### src/rtl/topk_pkg.sv
`default_nettype none
// ---------------------------------------------------------------------------
// topk_pkg : default sizes, FSM state type and slot type for the top-K selector
// Rev 1.0
// ---------------------------------------------------------------------------
package topk_pkg;

    localparam int TOPK_DATA_W = 13;
    localparam int TOPK_K      = 6;
    localparam int TOPK_N      = 32;
    localparam int TOPK_IDX_W  = $clog2(TOPK_N);

    typedef enum logic [0:0] {
        COLLECT = 1'b0,
        DONE    = 1'b1
    } state_t;

    // Slot layout at the default sizes; the top keeps the fields in separate
    // arrays so DATA_W/N overrides and the index-less build stay consistent.
    typedef struct packed {
        logic                   occupied;
        logic [TOPK_DATA_W-1:0] value;
        logic [TOPK_IDX_W-1:0]  idx;
    } slot_t;

endpackage
`default_nettype wire

### src/rtl/topk_cmp_cell.sv
`default_nettype none
// ---------------------------------------------------------------------------
// topk_cmp_cell : combinational "sample beats slot" comparator, one per slot
// Rev 1.0
// ---------------------------------------------------------------------------
module topk_cmp_cell
    import topk_pkg::*;
#(
    parameter int DATA_W = TOPK_DATA_W
)(
    input  logic [DATA_W-1:0] i_sample,
    input  logic [DATA_W:0]   i_slot,
    input  logic              i_mode,
    output logic              o_beats
);

    logic              w_occ;
    logic [DATA_W-1:0] w_val;

    assign w_occ = i_slot[DATA_W];
    assign w_val = i_slot[DATA_W-1:0];

    // Strict compare: an equal later sample never displaces an earlier one.
    assign o_beats = !w_occ || (i_mode ? (i_sample < w_val) : (i_sample > w_val));

endmodule
`default_nettype wire

### src/rtl/topk_stream_selector.sv
`default_nettype none
// ---------------------------------------------------------------------------
// topk_stream_selector : streaming sorted top-K selector over N-sample frames
// Option macro TOPK_INDEX_EN adds per-slot in-frame index storage.  Rev 1.0
// ---------------------------------------------------------------------------
module topk_stream_selector
    import topk_pkg::*;
#(
    parameter int DATA_W = TOPK_DATA_W,
    parameter int K      = TOPK_K,
    parameter int N      = TOPK_N,
    parameter int IDX_W  = $clog2(N)
)(
    input  logic                        clk,
    input  logic                        rst_n,
    input  logic                        i_in_valid,
    output logic                        o_in_ready,
    input  logic [DATA_W-1:0]           i_in_data,
    input  logic                        i_mode_min,
    output logic                        o_out_valid,
    input  logic                        i_out_ready,
    output logic [0:K-1][DATA_W-1:0]    o_out_data,
    output logic [0:K-1][IDX_W-1:0]     o_out_idx,
    output logic                        o_out_mode
);

    localparam int POS_W = (K > 1) ? $clog2(K) : 1;
    localparam int CNT_W = IDX_W + 1;
    localparam logic [CNT_W-1:0] c_LAST = CNT_W'(N - 1);

    state_t            r_state;
    logic              r_in_ready;
    logic              r_out_valid;
    logic              r_mode;
    logic [CNT_W-1:0]  r_cnt;
    logic [K-1:0]      r_occ;
    logic [DATA_W-1:0] r_val [K];

    logic              w_accept;
    logic              w_mode;
    logic [K-1:0]      w_beats;
    logic              w_hit;
    logic [POS_W-1:0]  w_pos;
    logic [K-1:0]      w_occ_nxt;
    logic [DATA_W-1:0] w_val_nxt [K];

    assign w_accept = i_in_valid && r_in_ready;
    assign w_mode   = (r_cnt == '0) ? i_mode_min : r_mode;

    generate
        for (genvar j = 0; j < K; j++) begin : g_cell
            topk_cmp_cell #(.DATA_W(DATA_W)) u_cell (
                .i_sample (i_in_data),
                .i_slot   ({r_occ[j], r_val[j]}),
                .i_mode   (w_mode),
                .o_beats  (w_beats[j])
            );
        end
    endgenerate

    // Lowest beaten slot wins; scanning downward lets the last hit stand.
    always_comb begin
        w_hit = 1'b0;
        w_pos = '0;
        for (int j = K - 1; j >= 0; j--) begin
            if (w_beats[j]) begin
                w_hit = 1'b1;
                w_pos = POS_W'(j);
            end
        end
    end

    always_comb begin
        for (int j = 0; j < K; j++) begin
            w_occ_nxt[j] = r_occ[j];
            w_val_nxt[j] = r_val[j];
            if (w_hit) begin
                if (j == int'(w_pos)) begin
                    w_occ_nxt[j] = 1'b1;
                    w_val_nxt[j] = i_in_data;
                end else if (j > int'(w_pos) && j > 0) begin
                    w_occ_nxt[j] = r_occ[j-1];
                    w_val_nxt[j] = r_val[j-1];
                end
            end
        end
    end

    always_ff @(posedge clk or negedge rst_n) begin
        if (!rst_n) begin
            r_state     <= COLLECT;
            r_in_ready  <= 1'b1;
            r_out_valid <= 1'b0;
            r_mode      <= 1'b0;
            r_cnt       <= '0;
            r_occ       <= '0;
            for (int j = 0; j < K; j++) r_val[j] <= '0;
        end else begin
            case (r_state)
                COLLECT: begin
                    if (w_accept) begin
                        r_cnt <= r_cnt + 1'b1;
                        if (r_cnt == '0) r_mode <= i_mode_min;
                        r_occ <= w_occ_nxt;
                        for (int j = 0; j < K; j++) r_val[j] <= w_val_nxt[j];
                        if (r_cnt == c_LAST) begin
                            r_state     <= DONE;
                            r_in_ready  <= 1'b0;
                            r_out_valid <= 1'b1;
                        end
                    end
                end
                DONE: begin
                    if (i_out_ready) begin
                        r_state     <= COLLECT;
                        r_in_ready  <= 1'b1;
                        r_out_valid <= 1'b0;
                        r_cnt       <= '0;
                        r_occ       <= '0;
                        for (int j = 0; j < K; j++) r_val[j] <= '0;
                    end
                end
                default: r_state <= COLLECT;
            endcase
        end
    end

`ifdef TOPK_INDEX_EN
    logic [IDX_W-1:0] r_idx     [K];
    logic [IDX_W-1:0] w_idx_nxt [K];

    always_comb begin
        for (int j = 0; j < K; j++) begin
            w_idx_nxt[j] = r_idx[j];
            if (w_hit) begin
                if (j == int'(w_pos)) begin
                    w_idx_nxt[j] = r_cnt[IDX_W-1:0];
                end else if (j > int'(w_pos) && j > 0) begin
                    w_idx_nxt[j] = r_idx[j-1];
                end
            end
        end
    end

    always_ff @(posedge clk or negedge rst_n) begin
        if (!rst_n) begin
            for (int j = 0; j < K; j++) r_idx[j] <= '0;
        end else if (r_state == COLLECT && w_accept) begin
            for (int j = 0; j < K; j++) r_idx[j] <= w_idx_nxt[j];
        end else if (r_state == DONE && i_out_ready) begin
            for (int j = 0; j < K; j++) r_idx[j] <= '0;
        end
    end

    generate
        for (genvar j = 0; j < K; j++) begin : g_idx_out
            assign o_out_idx[j] = r_idx[j];
        end
    endgenerate
`else
    assign o_out_idx = '0;
`endif

    generate
        for (genvar j = 0; j < K; j++) begin : g_data_out
            assign o_out_data[j] = r_val[j];
        end
    endgenerate

    assign o_in_ready  = r_in_ready;
    assign o_out_valid = r_out_valid;
    assign o_out_mode  = r_mode;

endmodule
`default_nettype wire

### config.mk
export PLATFORM = sky130hd
export DESIGN_NAME = topk_stream_selector
export DESIGN_NICKNAME = d
export VERILOG_FILES = /design/src/rtl/topk_pkg.sv /design/src/rtl/topk_cmp_cell.sv /design/src/rtl/topk_stream_selector.sv
export SDC_FILE = /design/constraint.sdc
export NUM_CORES = 1
export LEC_CHECK = 0
export ABC_AREA = 0
export BUFFER_PORTS_ARGS = -buffer_cell sky130_fd_sc_hd__buf_2
export CAP_MARGIN = 20
export CORE_MARGIN = 5
export CORE_UTILIZATION = 50
export DETAILED_ROUTE_END_ITERATION = 8
export PLACE_DENSITY = 0.75
export SLEW_MARGIN = 20
export SYNTH_ARGS = -nofsm -noshare
export SYNTH_HDL_FRONTEND = slang
export SYNTH_SLANG_ARGS = --single-unit
### constraint.sdc
create_clock -name clk -period 2.96 [get_ports clk]
set_input_delay 0.592 -clock clk [delete_from_list [all_inputs] [get_ports clk]]
set_output_delay 0.592 -clock clk [all_outputs]
set_load 0.03 [all_outputs]
==> results.txt, run 1 <==
The logs give 1,123 for the number of cells in the finished layout apart from fillers and 94 for the clock net sink count. In the final timing run, aggregate negative setup slack is -4.00 ns. For this run, the leading register cell type out of synthesis is sky130_fd_sc_hd__dfrtp_1. Counting tap cells, the placed design contains a total of 1,084 instances. Walking the worst path, the cells encountered are buf_4 > buf_12 > ha_4 > and4_4 > a221o_1 > a211oi_2 > mux2i_2 > buf_4 > nand4_4 > buf_12 > buf_12 > or4_1 > o221ai_2.

Number of cells on the worst reg-to-reg path: 12. By instance count, the cell type seen most on the critical path is sky130_fd_sc_hd__buf_12. The run gives 6,545 as the total vias in the final route.

Post-layout total power: 9.20 mW. Critical path's slowest cell: sky130_fd_sc_hd__or4_1. The largest driver fanout on the critical path works out to 7.

Per report_power, the combinational group accounts for 60.8% of the total. Summed over all layers, the routed wires come to 22.1 mm. Async set-or-reset flop fraction in the synthesized netlist: 100%. The minimum clock period was 3.11 ns; the remaining antenna violation count after routing was 0. The number of cells on the critical path was 13; the number of instances in the synthesized netlist was 800. The depth of the CTS H-tree was 3; the site row count was 44. The checks that failed: setup timing.

The area growth from synthesis to layout is 27.5%. The clock passes through at most 2 buffers. The aggregate global-route resource usage is 24.8%, and the switching power is 4.22 mW.

The run finished, with violations left. The worst setup path is launched from an input port. The initial detailed-routing violation count is 574.

Registers take 2350 sq um. The highest achievable clock rate was 322 MHz. The worst setup path is captured at a flip-flop. Summing every instance area after synthesis gives 7280 sq um. The fraction of the cycle the final worst path needs is 105%, and the overall die width is 131 um.

The cell sitting at the root of the clock tree is a sky130_fd_sc_hd__clkbuf_16. The first global-routing pass estimated 32.9 mm of wire. The share of power burned in registers came out at 24.7%.

The critical path is of the input port to flip-flop type. The number of CTS-inserted buffers came out at 9. The data required time of the worst path is 3.23 ns, and the arrival time of data at the critical path endpoint is 3.38 ns. Each instance of the synthesized netlist takes up on average 9.11 sq um.

The count of nets after finishing was 1,032; the via density per instance was 5.83. Once the floorplan was initialized, standard cells occupied 50.5% of the core. For the multi-input combinational cell area, the log shows 4230 sq um. The library cell used most frequently in the layout, excluding fill and tap cells, is sky130_fd_sc_hd__buf_4. In this run, synthesis inferred 0 flip-flops with an integrated enable.

Once detailed placement completed, the half-perimeter wirelength came to 15.5 mm. The register clock-pin slew on the reported worst setup and hold paths is 0.06 ns, and the number of DRC violations after detailed routing is 0. Setup repair after global routing could not meet its margin everywhere. Hold is met by 0.257 ns. The tools report the leakage component of the power as 4.44 nW. The final hold violation count is 0, and the unique cell type count in the Yosys netlist is 54. The family with the most delay on the worst path is simple AND/OR/NAND/NOR gates. Net switching is 45.8% of the power.

Power spread over the standard cell area amounts to 991 nW/um^2. The tools report the area of the core region as 14,400 sq um. In this run, the clock network consumes 14.5% of the power. Prior to clock tree synthesis, the placed netlist has a worst setup slack of -0.645 ns.

The logs give 0 for the hold-fix buffer count after cts and 0 for the Yosys warning count. The logs give 55 for the final setup violation count and 6,272 for the number of global-route vias before repair. Headroom to the max-slew limit came out at 57.0%.

Of the cells placed in the final design, the portion with a size suffix greater than 1 is 36.4%. At the end of routability-driven placement, the weighted congestion stood at 0.879. In this run the worst hold path is classified as input port to asynchronous set/reset pin. The number of slew-limit violations in the final report was 0. The number of buffers and inverters on the critical path is 5. The floorplan step set the die height to 131 um.

TritonCTS built the clock tree. The routed length per instance is 19.7 um. The insertion delay of the later-clocked pin in the worst-skew pair was 0.35 ns. Count of port buffers added during placement: 98.

Entering global routing, the biggest net connects 49 pins. The total of fill cells in the finished design was 1,082; the count of inserted antenna diode cells was 0. The initial antenna violation count is 0, and the internal power consumption is 4.98 mW.

The number of register bits inferred by synthesis is 94, and the maximum vdd ir drop is 0.757 mV. In this run the count of I/O pins placed on the die edge is 129. After detailed placement, the total cell area comes to 8220 sq um. For this run, the slowest stage of the critical path takes 0.50 ns. The clock arrives with 0.00890 ns of skew. The run gives 64.4% as the final core utilization. For the pin with the worst max-slew slack, the measured transition is 0.646 ns.

The final global-route overflow total was 0. Number of search-and-repair iterations in the first detailed-routing pass: 7. In the layout the commonest cells are sky130_fd_sc_hd__buf_4 (111), sky130_fd_sc_hd__buf_2 (93), sky130_fd_sc_hd__dfrtp_1 (93). Summing the sequential cell areas from Yosys gives 32.3% of the chip area. The finished cells cover 9290 sq um. The die covers 17,100 sq um. Max-cap violations in this run came to 0. Least setup slack across all paths after layout: -0.148 ns.
## power by group through the flow
stage	clock network (mW)	registers, mW	logic [mW]
after floorplan	0	2.20	3.88
after global placement	0	2.24	4.91
after detailed placement	0	2.25	5.02
after CTS	1.33	2.23	5.23
after global routing	1.39	2.33	6.09
final	1.33	2.27	5.60
## layout make-up
class / count / share of cell area (%)
Inverter: 94 / 3.80
Timing Repair Buffer: 234 / 19.2
Sequential cell: 94 / 25.3
Multi-Input combinational cell: 501 / 45.6
Clock buffer: 12 / 2.55
Tap cell: 184 / 2.48
Clock inverter: 4 / 1.02
## metal layers
metal / up-vias / global-route usage, % / part of all wire, %
met3: 37 / 3.29 / 7.1
li1: 3014 / - / -
met5: - / 0 / 0
met2: 267 / 41.1 / 49
met1: 3227 / 33.4 / 42
met4: 0 / 8.83 / 2.1
## state kept, by name, indices dropped and copies added, names as in the netlist
signal	cells
r_state	1
r_cnt	6
o_out_mode	1
o_out_valid	1
o_in_ready	1
r_occ	6
o_out_data	78
## cells by family (layout without fill, tap and decap cells)
kind of cell | count (synthesis) | count (layout) | synth area share, %
buffers and inverters | 234 | 344 | 18.1
AND/OR/NAND/NOR | 188 | 188 | 13.5
AO/OA/AOI/OAI | 182 | 182 | 19.4
flip-flops | 94 | 94 | 32.3
adder cells (fa/ha/maj) | 80 | 80 | 13.7
multiplexers | 19 | 19 | 2.63
XOR/XNOR | 2 | 2 | 0.241
other | 1 | 30 | 0.0515
## synth_stat cells, drive strengths merged, types with 2 or more instances
master	count	area, sq um
o2bb2ai	40	350
nand3b	2	15.0
inv	94	353
xor2	2	17.5
a22o	26	228
nor3	16	80.1
nor2b	3	18.8
o31ai	4	30.0
and2	3	18.8
and4	8	72.6
a211oi	3	22.5
or3	3	18.8
o221ai	14	123
and3	19	119
a21o	5	37.5
buf	124	906
nand3	13	65.1
clkbuf	16	61.3
dfrtp	93	2330
a221oi	3	26.3
a311o	14	140
ha	80	1000
nor4	2	18.8
a21oi	37	196
a41o	2	20.0
o21ai	18	90.1
and4b	2	20.0
o211ai	2	15.0
nand4	15	100
nor2	41	154
nand2	45	169
o21a	2	15.0
nand2b	3	18.8
a21boi	3	22.5
or4	13	97.6
a221o	3	30.0
mux2i	18	180
## path summary, 6_finish.rpt
kind | from | end | slack [ns]
worst max-delay path | i_in_data[6] | o_out_data[7] | -0.15
worst min-delay path | rst_n | o_out_valid | 0.26
worst max register to register | o_out_data[33] | o_out_data[7] | -0.14
worst min register to register | o_out_valid | o_out_valid | 0.47
max in group asynchronous | rst_n | o_out_data[45] | 2.00
min in group clk | i_out_ready | r_state | 0.46
## what timing repair did
item | in CTS | in global routing
pin swaps | 25 | 19
cloned | 5 | 2
gates resized for setup | 47 | 74
buffers inserted | 10 | 6
setup endpoints to repair | 80 | 84
## worst register-to-register path, cell delays in order, from the launching register on
cell,delay (ns)
sky130_fd_sc_hd__dfrtp_1,0.40
sky130_fd_sc_hd__inv_2,0.10
sky130_fd_sc_hd__ha_4,0.22
sky130_fd_sc_hd__and4_4,0.19
sky130_fd_sc_hd__a221o_1,0.35
sky130_fd_sc_hd__a211oi_2,0.31
sky130_fd_sc_hd__mux2i_2,0.29
sky130_fd_sc_hd__buf_4,0.16
sky130_fd_sc_hd__nand4_4,0.14
sky130_fd_sc_hd__buf_12,0.17
sky130_fd_sc_hd__buf_12,0.12
sky130_fd_sc_hd__or4_1,0.50
sky130_fd_sc_hd__o221ai_2,0.08
Note: power is estimated with default switching activity, not from simulation.
==> run 2: changes to the inputs <==
ABC_AREA = 1   (was 0)
==> run 2 against run 1 <==
Against the previous run: the flow now finishes without violations; clock skew rose by 0.0062 ns; hold slack got worse by 0.018 ns; wire length rose by 3.2%; power rose by 1.9%; flip-flop and latch count did not move; combinational power rose by 1%; critical path type unchanged; worst setup slack improved by 0.39 ns; global-route usage barely moved; largest cell class unchanged; area after synthesis rose by 10%; maximum frequency rose by 14%; sequential share of layout area rose by 1.4 points.
==> results.txt, run 2 <==
The flow ran to the end, and the final reports show no timing, DRC or antenna violations. The count of nets after finishing was 1,309 (+27%). The max-cap check violation count came out at 0 (unchanged).

The run gives -0.0631 ns (+0.582 ns) as the post-placement setup slack. The count of port buffers added during placement was 98 (unchanged); the leakage component of the power was 5.12 nW (+15%). The fraction of the cycle the final worst path needs works out to 91.9% (-13 points). The number of slew-limit violations in the final report came out at 0 (unchanged). The async set-or-reset flop fraction in the synthesized netlist was 100% (unchanged). For the number of instances in the synthesized netlist, the log shows 1,152 (+44%). The final core utilization came out at 55.7% (-8.7 points).

The largest driver fanout on the critical path works out to 14 (+7). The remaining antenna violation count after routing was 0 (unchanged); the number of search-and-repair iterations in the first detailed-routing pass was 5 (-2). The I/O pin total was 129 (unchanged). The measured slew at the worst slew-check pin came out at 0.624 ns (-0.0218 ns). The run gives 0.240 ns (+0.388 ns) as the least setup slack across all paths after layout. The number of cells on the worst reg-to-reg path is 17 (+5). The final estimated routing congestion in global placement is 0.920 (+4.7%). Leaving out fill and tap cells, the most frequent cells in the layout are sky130_fd_sc_hd__nand2_1 (430), sky130_fd_sc_hd__inv_1 (153), sky130_fd_sc_hd__buf_2 (97). The tools report the detailed placement HPWL as 17.4 mm (+12%). The commonest cells after synthesis are sky130_fd_sc_hd__nand2_1 (430), sky130_fd_sc_hd__inv_1 (153), sky130_fd_sc_hd__buf_4 (112), sky130_fd_sc_hd__dfrtp_1 (93), sky130_fd_sc_hd__ha_1 (80).

From synthesis to final layout, the design area changed by 9.78%. The tools report the start point of the critical path as i_in_data[6]. Unique cell type count in the Yosys netlist: 35 (-35%). Sort of element at the start of the critical path: an input port. Ranked by total cell area, the synthesized netlist is headed by sky130_fd_sc_hd__dfrtp_1 (29%), sky130_fd_sc_hd__nand2_1 (20%), sky130_fd_sc_hd__ha_1 (12%). The site row count is 46 (+4.5%), and the final hold violation count is 0 (unchanged). The worst setup path is captured at a flip-flop.

The share of cells above drive strength 1 was 17.8% (-19 points); the number of DRC violations after detailed routing was 0 (unchanged). The via density per instance is 5.09 (-13%), and the hold-fix buffer count after cts is 0 (unchanged). The run gives 94 (unchanged) as the clock net sink count. The largest total area in the synthesized netlist belongs to sky130_fd_sc_hd__dfrtp_1.

The routed length per instance came out at 15.9 um (-19%). The tools report the post-detailed-routing wire length as 22.8 mm (+3.2%). For the count of inserted antenna diode cells, the log shows 0 (unchanged). The power per cell area came out at 1060 nW/um^2 (+7.3%). The overall die width came out at 137 um (+4.6%). The register clock-pin slew on the reported worst setup and hold paths was 0.07 ns (about the same); the mean area per synthesized cell was 6.97 sq um (-23%).

The post-layout total power came out at 9.37 mW (+1.9%). Most frequent standard cell in the layout excluding fill and tap cells: sky130_fd_sc_hd__nand2_1. The number of CTS-inserted buffers is 9 (unchanged), and the number of flip-flops under the largest register name is 78 (unchanged). Register-to-register path setup slack: 0.26 ns (+0.40 ns). The most instantiated flip-flop cell in the synthesis netlist is sky130_fd_sc_hd__dfrtp_1.

The insertion delay of the later-clocked pin in the worst-skew pair was 0.36 ns (about the same); the minimum clock period was 2.72 ns (-0.388 ns). Maximum vdd ir drop: 0.455 mV (-40%). The end of the worst register-to-register path was o_out_data[19].

For the depth of the CTS H-tree, the log shows 3 (unchanged). The number of buffers added for setup after CTS is 0 (-10), and the number of register bits inferred by synthesis is 94 (unchanged). The signal on the critical path passes through buf_2 > ha_1 > nand2_1 > nand2_1 > nand2_1 > nand2_1 > a21oi_1 > nand2_1 > nand2_1 > nand3_2 > nor2_8 > nand3_4 > nor2_8 > nand2_1 > nand3_2 > nand2_1 > nand2_1. Launch instance of the worst register-to-register path: o_out_data[60].

The run gives 7,283 (+11%) as the total vias in the final route. The run gives 0 (unchanged) as the initial antenna violation count. The worst setup path is of the input port to flip-flop kind. The effective utilization at floorplan was 50.7% (+0.24 points); the share of Yosys cell area claimed by the top area cell type was 29.0% (-3.0 points). The first-pass GRT wire length was 35.4 mm (+7.6%); the delay of the slowest critical-path stage was 0.33 ns (-0.17 ns). The arrival time of data at the critical path endpoint came out at 3.01 ns (-0.37 ns).

The data required time of the worst path is 3.25 ns (+0.02 ns). The mapped cell area is 8030 sq um (+10%). TritonCTS built the clock tree. The die boundary height is 137 um (+4.6%). Setup repair after global routing left no endpoint under its margin.

The number of cells on the critical path works out to 17 (+4). The critical path's slowest cell is sky130_fd_sc_hd__ha_1. The maximum number of buffers from clock root to sink is 2 (unchanged).

The tree is rooted in a sky130_fd_sc_hd__clkbuf_16. The most used standard cell by instance count after synthesis was sky130_fd_sc_hd__nand2_1. The sequential area share after synthesis is 29.3% (-3.0 points), and the number of enable-type register cells in the synthesized netlist is 0 (unchanged). The run gives 605 (+5.4%) as the initial detailed-routing violation count.

The final global-route overflow total was 0 (unchanged); the Yosys warning count was 0 (unchanged). The largest net degree at the start of global routing is 53 (+8.2%). The aggregate global-route resource usage was 24.8% (about the same).

Family with the most delay on the worst path: simple AND/OR/NAND/NOR gates. Headroom to the max-slew limit: 58.4% (+1.5 points). The logs give 368 MHz (+14%) for the highest achievable clock rate and 6,917 (+10%) for the number of global-route vias before repair. The minimum hold slack is 0.239 ns (-0.0175 ns), and the final setup violation count is 0 (-100%).

The worst clock skew is 0.0151 ns (+0.00617 ns). The cell that appears most often on the critical path is sky130_fd_sc_hd__nand2_1. The die area is 18,700 sq um (+9.5%), and the count of buffering cells on the critical path with inverters included is 1 (-4). The tools report the area of the core region as 15,800 sq um (+9.7%). Classification of the worst-slack hold path: input port to asynchronous set/reset pin.
==> run 2: cell types whose count changed in the layout (fill, tap and decap cells not counted), sizes merged, moves of 25 or more <==
cell,previous run,this run
nand3,13,83
nand2,45,442
inv,94,160
o2bb2ai,40,0
a22o,26,1
buf,234,153
==> run 2: worst reg2reg max path: stages (launching register included) <==
cell and delay [ns]:
sky130_fd_sc_hd__dfrtp_1 0.46, sky130_fd_sc_hd__inv_1 0.08, sky130_fd_sc_hd__ha_1 0.31, sky130_fd_sc_hd__nand2_1 0.08
sky130_fd_sc_hd__inv_1 0.05, sky130_fd_sc_hd__nand2_1 0.06, sky130_fd_sc_hd__nand2_1 0.05, sky130_fd_sc_hd__a21oi_1 0.21
sky130_fd_sc_hd__nand2_1 0.09, sky130_fd_sc_hd__nand2_1 0.09, sky130_fd_sc_hd__nand3_2 0.13, sky130_fd_sc_hd__nor2_8 0.23
sky130_fd_sc_hd__nand3_4 0.15, sky130_fd_sc_hd__nor2_8 0.15, sky130_fd_sc_hd__nand2_1 0.08, sky130_fd_sc_hd__nand3_2 0.24
sky130_fd_sc_hd__nand2_1 0.10, sky130_fd_sc_hd__nand2_1 0.09
==> run 2: kinds of logic after synthesis <==
group	after synthesis	synth area share, %
and+or+nand+nor	589	32.0
buffers and inverters	294	19.7
AOI/OAI and AO/OA	94	6.47
DFF	94	29.3
adders and majority gates	80	12.5
other	1	0.0467
==> run 2: timing repair <==
item / CTS / global route
hold endpoints to repair: 0 / 0
endpoints found under the setup margin: 0 / 69
resized for setup: 0 / 2
==> run 2: per-layer routing <==
layer	up-vias	wire length [um]	GRT usage [%]
li1	3592	-	-
met1	3405	9650	32.2
met2	240	10700	40.3
met3	46	1680	4.34
met4	0	750	11.3
met5	-	0	0
==> run 2: through the flow <==
step / instance area (sq um) / setup TNS [ns] / cells
final: 8820 / 0 / 1432
after global routing: 8820 / 0 / 1432
after CTS: 8810 / 0 / 1432
after detailed placement: 8510 / -1.44 / 1416
after global placement: 8510 / -0.0828 / 1416
after floorplan: 8140 / 0 / 1181
==> run 2: worst max path at each step <==
stage                          end  slack, ns
global placement    o_out_data[21]      -0.02
CTS                 o_out_data[19]       0.28
floorplan                 r_occ[0]       0.44
detailed placement  o_out_data[19]      -0.06
finish              o_out_data[19]       0.24
global route        o_out_data[19]      0.005
==> run 2: report_power, final <==
part | switching (mW) | internal [mW] | total, mW
logic | 3.77 | 1.89 | 5.66
registers | 0.618 | 1.87 | 2.49
clock network | 0.540 | 0.679 | 1.22
==> run 2: layout make-up <==
| class | instances | area (sq um) |
|---|---|---|
| clock inverters | 5 | 56.3 |
| clock buffers | 11 | 243 |
| multi-input cells | 793 | 4210 |
| repair buffers | 153 | 1080 |
| fillers | 1519 | 7010 |
| flip-flops and latches | 94 | 2350 |
| inverters | 160 | 603 |
| well taps | 216 | 270 |
